### src/rtl/uart_pkg.sv
// -----------------------------------------------------------------------------
// uart_pkg
// Shared definitions for the UART receive path.
//   state_t     : receiver FSM states (PARITY is only entered when the
//                 UART_RX_PARITY_EN macro is defined)
//   PARITY_EVEN : parity_odd value selecting even parity
//   PARITY_ODD  : parity_odd value selecting odd parity
// -----------------------------------------------------------------------------
package uart_pkg;

   typedef enum logic [2:0] {
      IDLE   = 3'd0,
      START  = 3'd1,
      DATA   = 3'd2,
      PARITY = 3'd3,
      STOP   = 3'd4
   } state_t;

   localparam logic PARITY_EVEN = 1'b0;
   localparam logic PARITY_ODD  = 1'b1;

endpackage

### src/rtl/uart_rx_frame_if.sv
// -----------------------------------------------------------------------------
// uart_rx_frame_if
// Output stream of the UART receiver.
//   m_data     : received word, LSB is the first bit on the line
//   m_valid    : m_data and the error flags are valid
//   m_ready    : consumer accepts the word
//   frame_err  : qualified by m_valid, a stop bit was sampled low
//   parity_err : qualified by m_valid, parity mismatch
//   overrun    : one-cycle pulse when a completed frame is dropped
// Handshake: a word moves on every clk edge where m_valid && m_ready. While
// m_valid=1 and m_ready=0 the producer holds m_data and the flags stable;
// m_valid never drops without a transfer.
// Modports: master = receiver side, slave = consumer side.
// -----------------------------------------------------------------------------
interface uart_rx_frame_if #(
   parameter int DATA_BITS = 8
);

   logic [DATA_BITS-1:0] m_data;
   logic                 m_valid;
   logic                 m_ready;
   logic                 frame_err;
   logic                 parity_err;
   logic                 overrun;

   modport master (
      output m_data, m_valid, frame_err, parity_err, overrun,
      input  m_ready
   );

   modport slave (
      input  m_data, m_valid, frame_err, parity_err, overrun,
      output m_ready
   );

endinterface

### src/rtl/uart_sync2.sv
// -----------------------------------------------------------------------------
// uart_sync2
// Two-flop synchroniser for a single asynchronous input.
//   clk       : destination clock
//   rst       : asynchronous active-low reset, both flops load RESET_VAL
//   d_i       : asynchronous input
//   q_o       : synchronised output
// -----------------------------------------------------------------------------
module uart_sync2 #(
   parameter logic RESET_VAL = 1'b1
) (
   input  logic clk,
   input  logic rst,
   input  logic d_i,
   output logic q_o
);

   logic meta_q;
   logic sync_q;

   always_ff @(posedge clk or negedge rst) begin
      if (!rst) begin
         meta_q <= RESET_VAL;
         sync_q <= RESET_VAL;
      end else begin
         meta_q <= d_i;
         sync_q <= meta_q;
      end
   end

   assign q_o = sync_q;

endmodule

### src/rtl/uart_rx_frame.sv
// -----------------------------------------------------------------------------
// uart_rx_frame
// Oversampling UART receiver with false-start rejection, framing-error and
// overrun detection and a valid/ready output stream.
// Optional parity check: define UART_RX_PARITY_EN to add a parity bit after
// the data bits; without it parity_odd is ignored and parity_err is 0.
// Ports:
//   clk         : system clock
//   rst         : asynchronous active-low reset
//   tick        : one-cycle strobe at OVS x baud; bit timing advances on it
//   rx_serial   : asynchronous serial line, idle high
//   parity_odd  : 1 = odd parity, 0 = even parity
//   m_if        : output stream (master modport of uart_rx_frame_if)
//   busy        : receiver is not in IDLE
//   state_dbg_o : current FSM state
// -----------------------------------------------------------------------------
module uart_rx_frame
   import uart_pkg::*;
#(
   parameter int DATA_BITS = 8,
   parameter int OVS       = 16,
   parameter int STOP_BITS = 1
) (
   input  logic   clk,
   input  logic   rst,
   input  logic   tick,
   input  logic   rx_serial,
   input  logic   parity_odd,
   uart_rx_frame_if.master m_if,
   output logic   busy,
   output state_t state_dbg_o
);

   localparam int CNT_W = $clog2(OVS);
   localparam int IDX_W = $clog2(DATA_BITS);

   localparam logic [CNT_W-1:0] CNT_ONE  = CNT_W'(1);
   localparam logic [CNT_W-1:0] CNT_MID  = CNT_W'(OVS / 2 - 1);
   localparam logic [CNT_W-1:0] CNT_LAST = CNT_W'(OVS - 1);
   localparam logic [IDX_W-1:0] IDX_ONE  = IDX_W'(1);
   localparam logic [IDX_W-1:0] IDX_LAST = IDX_W'(DATA_BITS - 1);
   localparam logic             STOP_LAST = (STOP_BITS == 2);

   logic rx_s;

   uart_sync2 #(
      .RESET_VAL (1'b1)
   ) u_sync (
      .clk (clk),
      .rst (rst),
      .d_i (rx_serial),
      .q_o (rx_s)
   );

   state_t               state_q;
   logic [CNT_W-1:0]     cnt_q;
   logic [IDX_W-1:0]     bit_idx_q;
   logic                 stop_idx_q;
   logic [DATA_BITS-1:0] shift_q;
   logic                 ferr_q;
   logic                 perr_q;
   // Start detection is disarmed after a framing error until the line has
   // been seen high, so a break is reported once rather than as 0x00 frames.
   logic                 armed_q;

   logic [DATA_BITS-1:0] m_data_q;
   logic                 m_valid_q;
   logic                 frame_err_q;
   logic                 parity_err_q;
   logic                 overrun_q;

   // Framing error of the current frame including the stop sample taken now.
   logic ferr_d;
   // A held word can be replaced when the consumer takes it on this edge.
   logic can_load_d;

   assign ferr_d     = ferr_q | ~rx_s;
   assign can_load_d = ~m_valid_q | m_if.m_ready;

`ifndef UART_RX_PARITY_EN
   logic unused_parity_odd;
   assign unused_parity_odd = parity_odd;
`endif

   always_ff @(posedge clk or negedge rst) begin
      if (!rst) begin
         state_q      <= IDLE;
         cnt_q        <= '0;
         bit_idx_q    <= '0;
         stop_idx_q   <= 1'b0;
         shift_q      <= '0;
         ferr_q       <= 1'b0;
         perr_q       <= 1'b0;
         armed_q      <= 1'b1;
         m_data_q     <= '0;
         m_valid_q    <= 1'b0;
         frame_err_q  <= 1'b0;
         parity_err_q <= 1'b0;
         overrun_q    <= 1'b0;
      end else begin
         overrun_q <= 1'b0;
         if (m_valid_q && m_if.m_ready) begin
            m_valid_q <= 1'b0;
         end

         case (state_q)
            IDLE: begin
               if (tick) begin
                  if (rx_s) begin
                     armed_q <= 1'b1;
                  end else if (armed_q) begin
                     state_q <= START;
                     cnt_q   <= '0;
                  end
               end
            end

            START: begin
               if (tick) begin
                  if (cnt_q == CNT_MID) begin
                     cnt_q <= '0;
                     if (rx_s) begin
                        state_q <= IDLE;        // line went high again: glitch
                     end else begin
                        state_q   <= DATA;
                        bit_idx_q <= '0;
                     end
                  end else begin
                     cnt_q <= cnt_q + CNT_ONE;
                  end
               end
            end

            DATA: begin
               if (tick) begin
                  if (cnt_q == CNT_LAST) begin
                     cnt_q              <= '0;
                     shift_q[bit_idx_q] <= rx_s;
                     if (bit_idx_q == IDX_LAST) begin
                        ferr_q     <= 1'b0;
                        stop_idx_q <= 1'b0;
`ifdef UART_RX_PARITY_EN
                        state_q    <= PARITY;
`else
                        perr_q     <= 1'b0;
                        state_q    <= STOP;
`endif
                     end else begin
                        bit_idx_q <= bit_idx_q + IDX_ONE;
                     end
                  end else begin
                     cnt_q <= cnt_q + CNT_ONE;
                  end
               end
            end

`ifdef UART_RX_PARITY_EN
            PARITY: begin
               if (tick) begin
                  if (cnt_q == CNT_LAST) begin
                     cnt_q   <= '0;
                     // Expected parity bit is the data XOR, inverted for odd.
                     perr_q  <= rx_s ^ (^shift_q) ^ (parity_odd == PARITY_ODD);
                     state_q <= STOP;
                  end else begin
                     cnt_q <= cnt_q + CNT_ONE;
                  end
               end
            end
`endif

            STOP: begin
               if (tick) begin
                  if (cnt_q == CNT_LAST) begin
                     cnt_q  <= '0;
                     ferr_q <= ferr_d;
                     if (stop_idx_q == STOP_LAST) begin
                        state_q <= IDLE;
                        armed_q <= ~ferr_d;
                        if (can_load_d) begin
                           m_data_q     <= shift_q;
                           frame_err_q  <= ferr_d;
                           parity_err_q <= perr_q;
                           m_valid_q    <= 1'b1;
                        end else begin
                           overrun_q <= 1'b1;
                        end
                     end else begin
                        stop_idx_q <= 1'b1;
                     end
                  end else begin
                     cnt_q <= cnt_q + CNT_ONE;
                  end
               end
            end

            default: begin
               state_q <= IDLE;
               cnt_q   <= '0;
            end
         endcase
      end
   end

   assign m_if.m_data    = m_data_q;
   assign m_if.m_valid   = m_valid_q;
   assign m_if.frame_err = frame_err_q;
`ifdef UART_RX_PARITY_EN
   assign m_if.parity_err = parity_err_q;
`else
   assign m_if.parity_err = 1'b0;
`endif
   assign m_if.overrun   = overrun_q;

   assign busy        = (state_q != IDLE);
   assign state_dbg_o = state_q;

endmodule

### src/flat_wrapper.sv
// flat-port wrapper written by rule: the top's interface ports become plain ports
module uart_rx_frame_flat import uart_pkg::*;
#(
   parameter int DATA_BITS = 8,
   parameter int OVS       = 16,
   parameter int STOP_BITS = 1
)
  (clk, rst, tick, rx_serial, parity_odd, busy, state_dbg_o, m_if_m_data, m_if_m_valid, m_if_frame_err, m_if_parity_err, m_if_overrun, m_if_m_ready);
  uart_rx_frame_if #(.DATA_BITS(DATA_BITS)) m_if_i ();
  input  logic clk;
  input  logic rst;
  input  logic tick;
  input  logic rx_serial;
  input  logic parity_odd;
  output logic busy;
  output state_t state_dbg_o;
  output wire logic [$bits(m_if_i.m_data)-1:0] m_if_m_data;
  output wire logic [$bits(m_if_i.m_valid)-1:0] m_if_m_valid;
  output wire logic [$bits(m_if_i.frame_err)-1:0] m_if_frame_err;
  output wire logic [$bits(m_if_i.parity_err)-1:0] m_if_parity_err;
  output wire logic [$bits(m_if_i.overrun)-1:0] m_if_overrun;
  input wire logic [$bits(m_if_i.m_ready)-1:0] m_if_m_ready;
  assign m_if_m_data = m_if_i.m_data;
  assign m_if_m_valid = m_if_i.m_valid;
  assign m_if_frame_err = m_if_i.frame_err;
  assign m_if_parity_err = m_if_i.parity_err;
  assign m_if_overrun = m_if_i.overrun;
  assign m_if_i.m_ready = m_if_m_ready;
  uart_rx_frame #(.DATA_BITS(DATA_BITS), .OVS(OVS), .STOP_BITS(STOP_BITS)) u_core (.clk(clk), .rst(rst), .tick(tick), .rx_serial(rx_serial), .parity_odd(parity_odd), .m_if(m_if_i), .busy(busy), .state_dbg_o(state_dbg_o));
endmodule
### config.mk
export PLATFORM = sky130hd
export DESIGN_NAME = uart_rx_frame_flat
export DESIGN_NICKNAME = d
export VERILOG_FILES = /design/src/rtl/uart_pkg.sv /design/src/rtl/uart_rx_frame_if.sv /design/src/rtl/uart_sync2.sv /design/src/rtl/uart_rx_frame.sv /design/src/flat_wrapper.sv
export SDC_FILE = /design/constraint.sdc
export NUM_CORES = 1
export LEC_CHECK = 0
export ABC_AREA = 1
export BUFFER_PORTS_ARGS = -buffer_cell sky130_fd_sc_hd__buf_4
export CAP_MARGIN = 20
export CORE_UTILIZATION = 60
export DETAILED_ROUTE_END_ITERATION = 10
export MAX_ROUTING_LAYER = met4
export PLACE_DENSITY = 0.82
export SLEW_MARGIN = 10
export SYNTH_ARGS = -nofsm -noshare
export SYNTH_HDL_FRONTEND = slang
export SYNTH_HIERARCHICAL = 1
export SYNTH_SLANG_ARGS = --single-unit
export TNS_END_PERCENT = 20
### constraint.sdc
create_clock -name clk -period 3.4 [get_ports clk]
set_input_delay 0.68 -clock clk [delete_from_list [all_inputs] [get_ports clk]]
set_output_delay 0.68 -clock clk [all_outputs]
set_load 0.02 [all_outputs]
==> results.json <==
{
  "start_util_pct": 65.7,
  "cts_resized": 0,
  "synthTopCellsByArea": "dfrtp_1, nand2_1, nand3_1",
  "cp-end-kind": "output pin",
  "syn_inst": 203,
  "row_count": 18,
  "sw_frac_of_total_pct": 40.6,
  "syn_nets": 212,
  "worstPathCellList": "inv_2 > nand2_2 > nor2_1 > inv_1 > buf_4",
  "reg2reg_to": "u_core/state_dbg_o[2]$_DFFE_PN0P_",
  "antenna_left": 0,
  "grt_usage_pct": 26.1,
  "synth.top_cell.area_share_pct": 44.9,
  "rr_startpoint": "u_core/bit_idx_q[0]$_DFFE_PN0P_",
  "drc": 0,
  "design_area_um2": 1920,
  "power.internal_w": 0.000777,
  "multi_input_area_um2": 747,
  "rsz0062_at_grt": "no",
  "period_needed_ps": 2050,
  "grt_start_max_net_pins": 34,
  "num_vias": 1376,
  "grt_overflow_total": 0,
  "dpl.hpwl_um": 2340,
  "n_antenna_cell": 0,
  "dieHeight_um": 54.8,
  "placed_cells": 250,
  "critPathMaxFanout": 5,
  "clkTransAtPathRegs_ps": 100,
  "cp_data_arrival_time_ps": 1370,
  "grt_pass1_vias": 1174,
  "hp-class": "input pin to asynchronous set/reset pin",
  "htreeDepth": 2,
  "synthArstFlopShare_pct": 100,
  "ys_warn_count": 6,
  "ys.flop_type": "dfrtp_1",
  "yosysMostFrequentCell": "nand2_1",
  "io-pin-count": 22,
  "wl_um": 3200,
  "worstSetupPathType": "flip-flop to output pin",
  "setup_viol": 0,
  "clock-skew-final_ps": 5.27,
  "cts.sinks": 33,
  "ir_drop_v": 0.000783,
  "cts_tree": "done",
  "cts_hold_buf": 0,
  "comb_power_share_pct": 39.1,
  "synth_area_um2": 1670,
  "slowest_stage": "dfrtp_1",
  "layout.cells.non_filler": 258,
  "setup_ws_ps": 1350,
  "first_pass_iters": 4,
  "tns_ps": 0,
  "drv_cap": 0,
  "wl_per_cell_um": 12.4,
  "clk_latency_ps": 330,
  "cts_root_buffer": "clkbuf_4",
  "status": "completed",
  "synth_edf_count": 0,
  "layout-drive-gt1-share_pct": 21.9,
  "fillers": 200,
  "grt_pass1_wl_um": 5180,
  "finalMaxSlewViolations": 0,
  "p_sw_w": 0.000531,
  "placed_cell_area_um2": 1840,
  "cts_buffers": 5,
  "layout.area.seq_um2": 830,
  "core_um2": 2540,
  "die_area_um2": 3000,
  "post-cts-setup-buffers": 0,
  "antenna_found_initial": 0,
  "leakage_nw": 1.02,
  "io_buffers": 19,
  "synth_cell_types": 27,
  "gp_congestion": 0.875,
  "initialDrtViolationCount": 39,
  "critical_path_required_ps": 2720,
  "ys_seq_elements": 33,
  "cp_top_family": "flip-flops",
  "seq_area_frac_synth_pct": 49.6,
  "area_growth_pct": 15.1,
  "hold_viol_final": 0,
  "critPathBufInv": 3,
  "rr_worst_depth": 9,
  "viasPerCell": 5.33,
  "cellPowerDensity_nw_per_um2": 680,
  "seq_power_share_pct": 37.8,
  "avgSynthCellArea_um2": 8.23,
  "final_nets": 236,
  "hold-worst-slack_ps": 273,
  "synth.top_cells.by_count": "nand2_1, dfrtp_1, nand3_1",
  "start_kind": "flip-flop",
  "critical_path.max_stage_delay_ps": 450,
  "r2r_slack_ps": 1820,
  "min_period_over_period_pct": 60.4,
  "post-place-ws_ps": 1740,
  "max_freq_mhz": 487,
  "yosys.area.top_type": "dfrtp_1",
  "die_width_um": 54.8,
  "clock_path_buffers": 2,
  "clockPowerShare_pct": 23.1
}
-- cells in the final DEF (no fill, tap or decap), types with 4 or more instances in the layout --
| cell | n |
|---|---|
| nor2_4 | 4 |
| nor2_1 | 15 |
| nand3_1 | 26 |
| nand2_1 | 68 |
| clkbuf_4 | 5 |
| buf_4 | 19 |
| inv_1 | 14 |
| o21ai_1 | 7 |
| nand2_2 | 5 |
| dfrtp_1 | 30 |
-- worst register-to-register path, delay by kind of cell, from the launching register on --
| kind | cells | cell delay, ps |
|---|---|---|
| adder cells (fa/ha/maj) | 2 | 350 |
| AND/OR/NAND/NOR | 6 | 620 |
| flip-flops | 1 | 490 |
| buffers and inverters | 1 | 30 |
-- layer usage --
metal  global-route usage (%)  share of wire, %  up-vias
met5                        -                 0        -
met4                     9.83               1.2        0
met3                     8.89               5.6        5
met2                     38.0                48       44
met1                     33.2                45      633
li1                         -                 -      694
-- worst max path at each step --
| stage | from | to | depth (start not counted) |
|---|---|---|---|
| global placement | tick | u_core/m_if.frame_err$_DFFE_PN0P_ | 8 |
| floorplan | u_core/state_dbg_o[0]$_DFFE_PN0P_ | busy | 4 |
| CTS | u_core/state_dbg_o[0]$_DFFE_PN0P_ | busy | 5 |
| finish | u_core/state_dbg_o[1]$_DFFE_PN0P_ | busy | 5 |
| detailed placement | tick | u_core/m_if.frame_err$_DFFE_PN0P_ | 8 |
| global route | u_core/state_dbg_o[1]$_DFFE_PN0P_ | busy | 5 |
-- metrics by stage --
stage               power [W]  utilization (%)
finish                0.00131             75.6
global route          0.00140             75.6
CTS                   0.00131             75.6
detailed placement   0.000997             72.3
global placement     0.000979             72.3
floorplan            0.000868                -
-- area by class of cell --
type / count / area share, %
flip-flops and latches: 33 / 43.1
clock inverters: 1 / 1.56
clock buffers: 7 / 2.86
inverters: 20 / 4.29
repair buffers: 19 / 7.41
well taps: 30 / 1.95
multi-input cells: 148 / 38.8
-- kinds of logic after synthesis --
group                      share of synthesized area, %
buffers and inverters                              5.69
AOI/OAI and AO/OA                                  4.94
adders and majority gates                          2.25
other                                             0.224
and+or+nand+nor                                    36.2
xor gates and xnor gates                           1.05
DFF                                                49.6
-- registers in the layout (all words and copies together), names as in the netlist --
name,count
u_core/m_if.overrun,1
u_core/u_sync/q_o,1
u_core/ferr_q,1
u_core/u_sync/meta_q,1
u_core/shift_q,8
u_core/state_dbg_o,3
u_core/m_if.frame_err,1
u_core/m_if.m_valid,1
u_core/bit_idx_q,3
u_core/m_if.m_data,8
u_core/cnt_q,4
u_core/armed_q,1
-- power groups by stage --
stage	registers (W)	logic [W]	clock network, W
6_report	0.000494	0.000511	0.000302
3_3_place_gp	0.000495	0.000484	0
2_1_floorplan	0.000508	0.000360	0
3_5_place_dp	0.000499	0.000498	0
4_1_cts	0.000494	0.000507	0.000311
5_1_grt	0.000502	0.000570	0.000324
Power figures use the tool's default switching activity.
